### src/rtl/conv_window_buf.sv
// KxK sliding-window generator: raster pixel stream in, one packed window per
// qualifying pixel out, with valid/ready backpressure and frame markers.
module conv_window_buf #(
  parameter int unsigned WIDTH     = 28,
  parameter int unsigned HEIGHT    = 28,
  parameter int unsigned DATA_BITS = 8,
  parameter int unsigned KSIZE     = 5,
  parameter int unsigned STRIDE    = 1
) (
  input  logic                                clk,
  input  logic                                rst,
  input  logic                                valid_in,
  output logic                                ready_in,
  input  logic [DATA_BITS-1:0]                data_in,
  output logic [KSIZE*KSIZE*DATA_BITS-1:0]    window_out,
  output logic                                valid_out,
  input  logic                                ready_out,
  output logic                                first_out,
  output logic                                last_out,
  output logic                                frame_done
);

  localparam int unsigned CW     = $clog2(WIDTH);
  localparam int unsigned RW     = $clog2(HEIGHT);
  localparam int unsigned C_LAST = KSIZE - 1 + ((WIDTH - KSIZE) / STRIDE) * STRIDE;
  localparam int unsigned R_LAST = KSIZE - 1 + ((HEIGHT - KSIZE) / STRIDE) * STRIDE;

  if (KSIZE < 2 || KSIZE > WIDTH || KSIZE > HEIGHT || STRIDE < 1 || STRIDE > KSIZE)
  begin : g_param_err
    $error("conv_window_buf: illegal KSIZE/STRIDE for the configured frame size");
  end

  logic [DATA_BITS-1:0] lb_q [KSIZE-1][WIDTH];
  logic [DATA_BITS-1:0] lb_d [KSIZE-1][WIDTH];
  logic [KSIZE-1:0][KSIZE-1:0][DATA_BITS-1:0] win_q, win_d;
  logic [DATA_BITS-1:0] new_col [KSIZE];
  logic [CW-1:0] col_q, col_d;
  logic [RW-1:0] row_q, row_d;
  logic valid_q, valid_d, first_q, first_d, last_q, last_d, done_q, done_d;
  logic accept, qual;
  int unsigned r_i, c_i;

  assign ready_in   = ~valid_q | ready_out;
  assign accept     = valid_in & ready_in;
  assign window_out = win_q;
  assign valid_out  = valid_q;
  assign first_out  = first_q;
  assign last_out   = last_q;
  assign frame_done = done_q;

  // Next-state: line-buffer column shift, window shift, qualification, counters
  always_comb begin
    lb_d    = lb_q;
    win_d   = win_q;
    col_d   = col_q;
    row_d   = row_q;
    valid_d = valid_q;
    first_d = first_q;
    last_d  = last_q;
    done_d  = 1'b0;
    r_i     = 32'(row_q);
    c_i     = 32'(col_q);
    qual    = (r_i >= KSIZE - 1) && (c_i >= KSIZE - 1) &&
              ((r_i - (KSIZE - 1)) % STRIDE == 0) &&
              ((c_i - (KSIZE - 1)) % STRIDE == 0);
    for (int k = 0; k < int'(KSIZE) - 1; k++) new_col[k] = lb_q[k][col_q];
    new_col[KSIZE-1] = data_in;

    if (accept) begin
      // lb[0] holds the oldest row; the incoming pixel enters at the bottom
      for (int k = 0; k < int'(KSIZE) - 2; k++) lb_d[k][col_q] = lb_q[k+1][col_q];
      lb_d[KSIZE-2][col_q] = data_in;
      for (int wr = 0; wr < int'(KSIZE); wr++) begin
        for (int wc = 0; wc < int'(KSIZE) - 1; wc++) win_d[wr][wc] = win_q[wr][wc+1];
        win_d[wr][KSIZE-1] = new_col[wr];
      end
      valid_d = qual;
      first_d = (r_i == KSIZE - 1) && (c_i == KSIZE - 1);
      last_d  = (r_i == R_LAST) && (c_i == C_LAST);
      done_d  = (r_i == HEIGHT - 1) && (c_i == WIDTH - 1);
      if (c_i == WIDTH - 1) begin
        col_d = '0;
        row_d = (r_i == HEIGHT - 1) ? '0 : row_q + RW'(1);
      end else begin
        col_d = col_q + CW'(1);
      end
    end else if (valid_q & ready_out) begin
      valid_d = 1'b0;
      first_d = 1'b0;
      last_d  = 1'b0;
    end
  end

  always_ff @(posedge clk or posedge rst) begin
    if (rst) begin
      win_q   <= '0;
      col_q   <= '0;
      row_q   <= '0;
      valid_q <= 1'b0;
      first_q <= 1'b0;
      last_q  <= 1'b0;
      done_q  <= 1'b0;
    end else begin
      win_q   <= win_d;
      col_q   <= col_d;
      row_q   <= row_d;
      valid_q <= valid_d;
      first_q <= first_d;
      last_q  <= last_d;
      done_q  <= done_d;
    end
  end

  // Line-buffer storage carries no reset
  always_ff @(posedge clk) begin
    lb_q <= lb_d;
  end

endmodule
### config.mk
export PLATFORM = sky130hd
export DESIGN_NAME = conv_window_buf
export DESIGN_NICKNAME = d
export VERILOG_FILES = /design/src/rtl/conv_window_buf.sv
export SDC_FILE = /design/constraint.sdc
export NUM_CORES = 1
export LEC_CHECK = 0
export CORE_ASPECT_RATIO = 0.8
export CORE_MARGIN = 4
export CORE_UTILIZATION = 35
export CTS_BUF_LIST = sky130_fd_sc_hd__clkbuf_8
export DETAILED_ROUTE_END_ITERATION = 10
export GPL_ROUTABILITY_DRIVEN = 0
export GPL_TIMING_DRIVEN = 0
export PLACE_DENSITY_LB_ADDON = 0.05
export REMOVE_ABC_BUFFERS = 1
export SYNTH_ARGS = -nofsm -noshare
export SYNTH_HDL_FRONTEND = slang
export SYNTH_SLANG_ARGS = --single-unit
### constraint.sdc
create_clock -name clk -period 6.6 [get_ports clk]
set_input_delay 1.32 -clock clk [delete_from_list [all_inputs] [get_ports clk]]
set_output_delay 1.32 -clock clk [all_outputs]
set_load 0.03 [all_outputs]
==> flow_metrics.tcl, run 1 <==
set metrics [dict create \
    outcome "finished, final reports clean" \
    drc 0 \
    start_util_pct 35.33 \
    drt_first_pass_iters 4 \
    num_io_pins 217 \
    fmax_mhz 224.1 \
    dp_hpwl_mm 77.75 \
    cts_root_buffer "clkbuf_8" \
    seqPwrFrac_pct 43.1 \
    netlist.area_leader.share_pct 62.88 \
    dr_total_vias 24070 \
    p_leak_nw 18.58 \
    cts_buffers 181 \
    post-route-min-period_ns 4.462 \
    relSlewSlack_pct 10.63 \
    syn_area_um2 42790 \
    final_area_um2 51830 \
    vias_per_cell 5.106 \
    grt_first_pass_wirelength_mm 178.6 \
    die_x_um 398.9 \
    finalPower_mw 26.09 \
    clockPowerShare_pct 21.7 \
    ctsResizeCount 0 \
    path_clk_slew_ns 0.06 \
    synthTopCellsByArea "edfxtp_1 (63%), dfrtp_1 (13%), mux4_2 (5.8%)" \
    ys.flop_type "edfxtp_1" \
    clock_latency_ns 0.88 \
    fillCellCount 10710 \
    synth_largest_area_cell "edfxtp_1" \
    hold_viol_final 0 \
    rsz0062_at_grt "no" \
    worst-setup-path-type "register to register" \
    cts_buffer_depth 3 \
    fp-row-count 114 \
    first_global_vias 24590 \
    wl_per_cell_um 26.65 \
    grt_max_degree 104 \
    cap_viol_max_count 0 \
    coreArea_um2 121100 \
    fin_setup_tns_ns 0 \
    pwr-share-comb_pct 35.2 \
    die_area_um2 127900 \
    drv_slew 0 \
    fin_nets 2954 \
    cts_max_level 4 \
    p_sw_mw 9.672 \
    power_density_nw_per_um2 503.3 \
    finalSetupViolations 0 \
    ir_worst_vdd_mv 0.2934 \
    wl_mm 125.6 \
    grt_usage_pct 19.67 \
    worst_ep_arrival_time_ns 4.70 \
    async_flop_share_pct 19.28 \
    worst_pin_slew_ns 1.338 \
    hold_class "register to register" \
    portBuffers 216 \
    synth_edf_count 896 \
    critPathCaptureType "register" \
    ys_types 59 \
    hold_buffers 0 \
    antenna_found_initial 2 \
    yosysSeqAreaShare_pct 75.40 \
    ys_seq_elements 1110 \
    die_h_um 320.7 \
    crit_required_ns 6.84 \
    overflow 0 \
    cts_tree "yes" \
    postCtsSetupRepairBufs 0 \
    area_growth_pct 21.14 \
    finalCritPeriodShare_pct 67.60 \
    clock_sink_count 1110 \
    internal_power_mw 16.41 \
    dpl_cell_area_um2 48400 \
    skew_ns 0.03393 \
    syn_avg_cell_area_um2 16.48 \
    crit_fanout 48 \
    drive_gt1_share_pct 16.77 \
    yosysWarningCount 0 \
    route.antenna.remaining_nets 0 \
    drt_iter0_drc 1746 \
    sw_frac_of_total_pct 37.08 \
    cp-start-kind "register" \
    syn_inst 2596 \
]
-- synth_stat cells, types with 28 or more instances --
master	n
a22oi_1	37
buf_2	48
clkbuf_1	59
dfrtp_1	214
edfxtp_1	896
mux2_2	28
mux2i_1	222
mux4_2	111
nand2_1	577
nand3_1	38
nor2_1	72
o22ai_1	56
-- per-stage QoR --
stage                     hold slack [ns]  instances  util (%)  worst slack [ns]
after floorplan                    0.4941       2456         -            -5.744
after detailed placement           0.4614       4376     39.97             1.964
after CTS                          0.4768       4712     42.78             2.067
final                              0.4715       4714     42.80             2.138
after global routing               0.4917       4714     42.80             1.857
after global placement             0.4570       4296     38.19            -17.60
-- power groups by stage --
stage / Clock, mW / Combinational (mW) / Sequential, mW
6_report: 5.65 / 9.18 / 11.2
5_1_grt: 6.19 / 9.84 / 11.4
4_1_cts: 5.86 / 9.28 / 11.3
3_5_place_dp: 0 / 9.26 / 11.4
3_3_place_gp: 0 / 8.21 / 11.6
2_1_floorplan: 0 / 4.35 / 12.4
-- critical path, cell delays in order (launching register included) --
cell      delay (ns)
dfrtp_4         0.91
buf_16          0.35
buf_16          0.34
buf_16          0.29
mux4_2          0.36
a211oi_1        0.39
nand3_1         0.98
-- layer usage --
| metal | global-route usage (%) | vias up | part of all wire, % |
|---|---|---|---|
| met5 | 0 | - | 0 |
| met4 | 6.915 | 0 | 2.7 |
| met3 | 3.939 | 223 | 5.1 |
| met2 | 30.14 | 705 | 46 |
| met1 | 27.99 | 12590 | 46 |
| li1 | - | 10560 | - |
-- registers in the layout, indices dropped and copies added (netlist names) --
register,count
col_q,5
first_out,1
frame_done,1
last_out,1
lb_q,896
row_q,5
valid_out,1
window_out,200
-- cell families after synthesis --
kind of cell / Yosys count / share of synthesized area (%)
muxes: 361 / 11.77
adders and majority gates: 6 / 0.1754
xor gates and xnor gates: 2 / 0.04095
and+or+nand+nor: 775 / 7.562
DFF: 1110 / 75.40
AOI/OAI and AO/OA: 192 / 3.258
buffers and inverters: 150 / 1.793
-- cell usage in the layout (no fill, tap or decap), drive strengths merged, types with 5 or more instances in the layout --
master	count
o32ai	5
mux4	111
ha	6
clkbuf	205
nand4	17
clkinv	53
mux2i	222
o22ai	56
nand3	38
or2	8
edfxtp	896
inv	79
mux2	28
a211oi	21
clkinvlp	8
and2	12
nor2b	13
nor3	7
buf	81
clkdlybuf4s50	216
a21oi	6
nor2	73
nand2	577
a41oi	25
o21ai	10
dfrtp	214
a22oi	37
a221oi	6
-- cell type report --
cell class	count	area, um2	area share, %
diodes	1	2.502	0.004828
clock buffers	205	2821	5.444
clock inverters	131	585.6	1.130
inverters	10	46.29	0.08932
multi-input cells	1336	10020	19.33
flip-flops and latches	1110	32280	62.28
well taps	1624	2032	3.920
repair buffers	297	4044	7.802
-- worst paths after layout --
kind                                from         endpoint  slack, ns  cells past startpoint
max in group asynchronous            rst   window_out[57]       4.82                      3
max                             col_q[1]        lb_q[824]       2.14                      6
min in group asynchronous            rst  window_out[144]       0.80                      2
max reg2reg                     col_q[1]        lb_q[824]       2.14                      6
min                        window_out[5]    window_out[5]       0.47                      2
min reg2reg                window_out[5]    window_out[5]       0.47                      2
(Power assumes the default switching activity.)
==> run 2: changes to the inputs <==
clock period = 4.3 ns   (was 6.6 ns; I/O delays follow)
==> run 2 against run 1 <==
- largest cell class unchanged
- routed wire length increased by 0.12%
- cell count about the same
- hold slack got worse by 0.13 ns
- via count increased by 0.17%
- design area increased by 0.15%
- core utilization increased by 0.064 points
- critical path depth unchanged
- critical endpoint unchanged
==> flow_metrics.tcl, run 2 (same netlist as run 1, synthesis figures left out) <==
set metrics [dict create \
    outcome "finished, final reports clean" \
    final_cell_mix "edfxtp_1 (896), nand2_1 (576), mux2i_1 (222)" \
    cap_viol_max_count 0 \
    dp.cells 4376 \
    grt_usage_pct 19.67 \
    portBuffers 216 \
    worst_ep_arrival_time_ns 4.44 \
    worst_pin_slew_ns 1.188 \
    slowest_delay_ns 0.92 \
    relSlewSlack_pct 20.55 \
    drc 0 \
    path_clk_slew_ns 0.06 \
    num_io_pins 217 \
    finalCritPeriodShare_pct 94.99 \
    die_x_um 398.9 \
    path_buf_inv 3 \
    drv_slew 0 \
    power_density_nw_per_um2 771.5 \
    hold_viol_final 0 \
    clock_latency_ns 0.88 \
    die_h_um 320.7 \
    postCtsSetupRepairBufs 0 \
    area_growth_pct 21.32 \
    crit_family "buffers and inverters" \
    overflow 0 \
    slowest_stage "dfrtp_4" \
    drive_gt1_share_pct 17.36 \
    rsz0062_at_grt "no" \
    hold_class "primary input to asynchronous set/reset pin" \
    worst_slack_ns 0.2156 \
    wl_per_cell_um 26.68 \
    ir_worst_vdd_mv 0.4525 \
    cts_root_buffer "clkbuf_8" \
    cp-start-kind "register" \
    dp_hpwl_mm 77.75 \
    cts_max_level 4 \
    wl_mm 125.8 \
    rr_worst_depth 6 \
    cts_buffer_depth 3 \
    fp-row-count 114 \
    clock_sink_count 1110 \
    final_util_pct 42.86 \
    r2r-start "col_q[1]" \
    fin_setup_tns_ns 0 \
    largest_reg_flops 896 \
    drt_first_pass_iters 5 \
    crit_required_ns 4.66 \
    post-route-min-period_ns 4.084 \
    drt_iter0_drc 1693 \
    antenna_found_initial 2 \
    finalSetupViolations 0 \
    grt_first_pass_wirelength_mm 178.6 \
    crit_top_cell "buf_16" \
    p_leak_nw 18.65 \
    start_util_pct 35.33 \
    place_ws_ns -0.2022 \
    cts_buffers 181 \
    die_area_um2 127900 \
    vias_per_cell 5.116 \
    route.antenna.remaining_nets 0 \
    critPathCaptureType "register" \
    crit_fanout 48 \
    first_global_vias 24610 \
    worst-setup-path-type "register to register" \
    dr_total_vias 24110 \
    skew_ns 0.03266 \
    fmax_mhz 244.8 \
    largest-register "lb_q" \
    r2r_slack_ns 0.22 \
    layout_commonest_cell "edfxtp_1" \
    crit_path_cell_trace "buf_16, buf_16, buf_16, mux4_2, a211oi_1, nand3_2" \
    worst_r2r_endpoint "lb_q[824]" \
    fin_nets 2953 \
    cts_tree "yes" \
    finalNonFillerCells 4713 \
    coreArea_um2 121100 \
    grt_max_degree 104 \
]
[run 2: cell types whose count changed in the layout (fill, tap and decap cells not counted), sizes merged]
cell	previous run	this run
buf	81	80
[run 2: layer usage]
metal,global-route usage (%),wire [um],vias to the layer above
li1,-,-,10560
met1,27.99,57670,12580
met2,30.15,57430,755
met3,3.939,7145,224
met4,6.915,3514,0
met5,0,0,-
[run 2: how the worst max path moves through the flow]
| stage | start | end | depth (start not counted) |
|---|---|---|---|
| after floorplan | col_q[1] | lb_q[264] | 3 |
| after detailed placement | col_q[0] | lb_q[559] | 7 |
| final | col_q[1] | lb_q[824] | 6 |
| after global routing | col_q[0] | lb_q[595] | 7 |
| after CTS | col_q[0] | lb_q[316] | 7 |
| after global placement | valid_in | lb_q[825] | 5 |
[run 2: cell type report]
type                       instances  area, um2
clock inverter                   131      585.6
multi-input combinational       1336      10110
sequential                      1110      32280
fill                           10710      69190
antenna                            1      2.502
timing repair buffer             296       4029
clock buffer                     205       2821
tap                             1624       2032
inverter                          10      46.29
[run 2: per-stage QoR]
step	power (mW)	hold slack (ns)	instance area, um2
after global placement	28.58	0.4570	46250
final	40.05	0.3411	51910
after global routing	42.07	0.2869	51910
after floorplan	24.64	0.4941	42060
after CTS	40.57	0.2095	51840
after detailed placement	31.75	0.4614	48400
[run 2: power breakdown]
| part | leakage [nW] | internal [mW] | switching (mW) |
|---|---|---|---|
| logic | 5.91 | 4.90 | 9.27 |
| registers | 10.8 | 15.8 | 1.37 |
| clock network | 1.99 | 4.41 | 4.27 |
| total | 18.7 | 25.1 | 14.9 |
[run 2: timing repair]
| action | 4_1_cts | 5_1_grt |
|---|---|---|
| hold buffers | 0 | 0 |
| resized for setup | 6 | 14 |
| endpoints found under the setup margin | 174 | 386 |
| pin swaps | 1 | 0 |
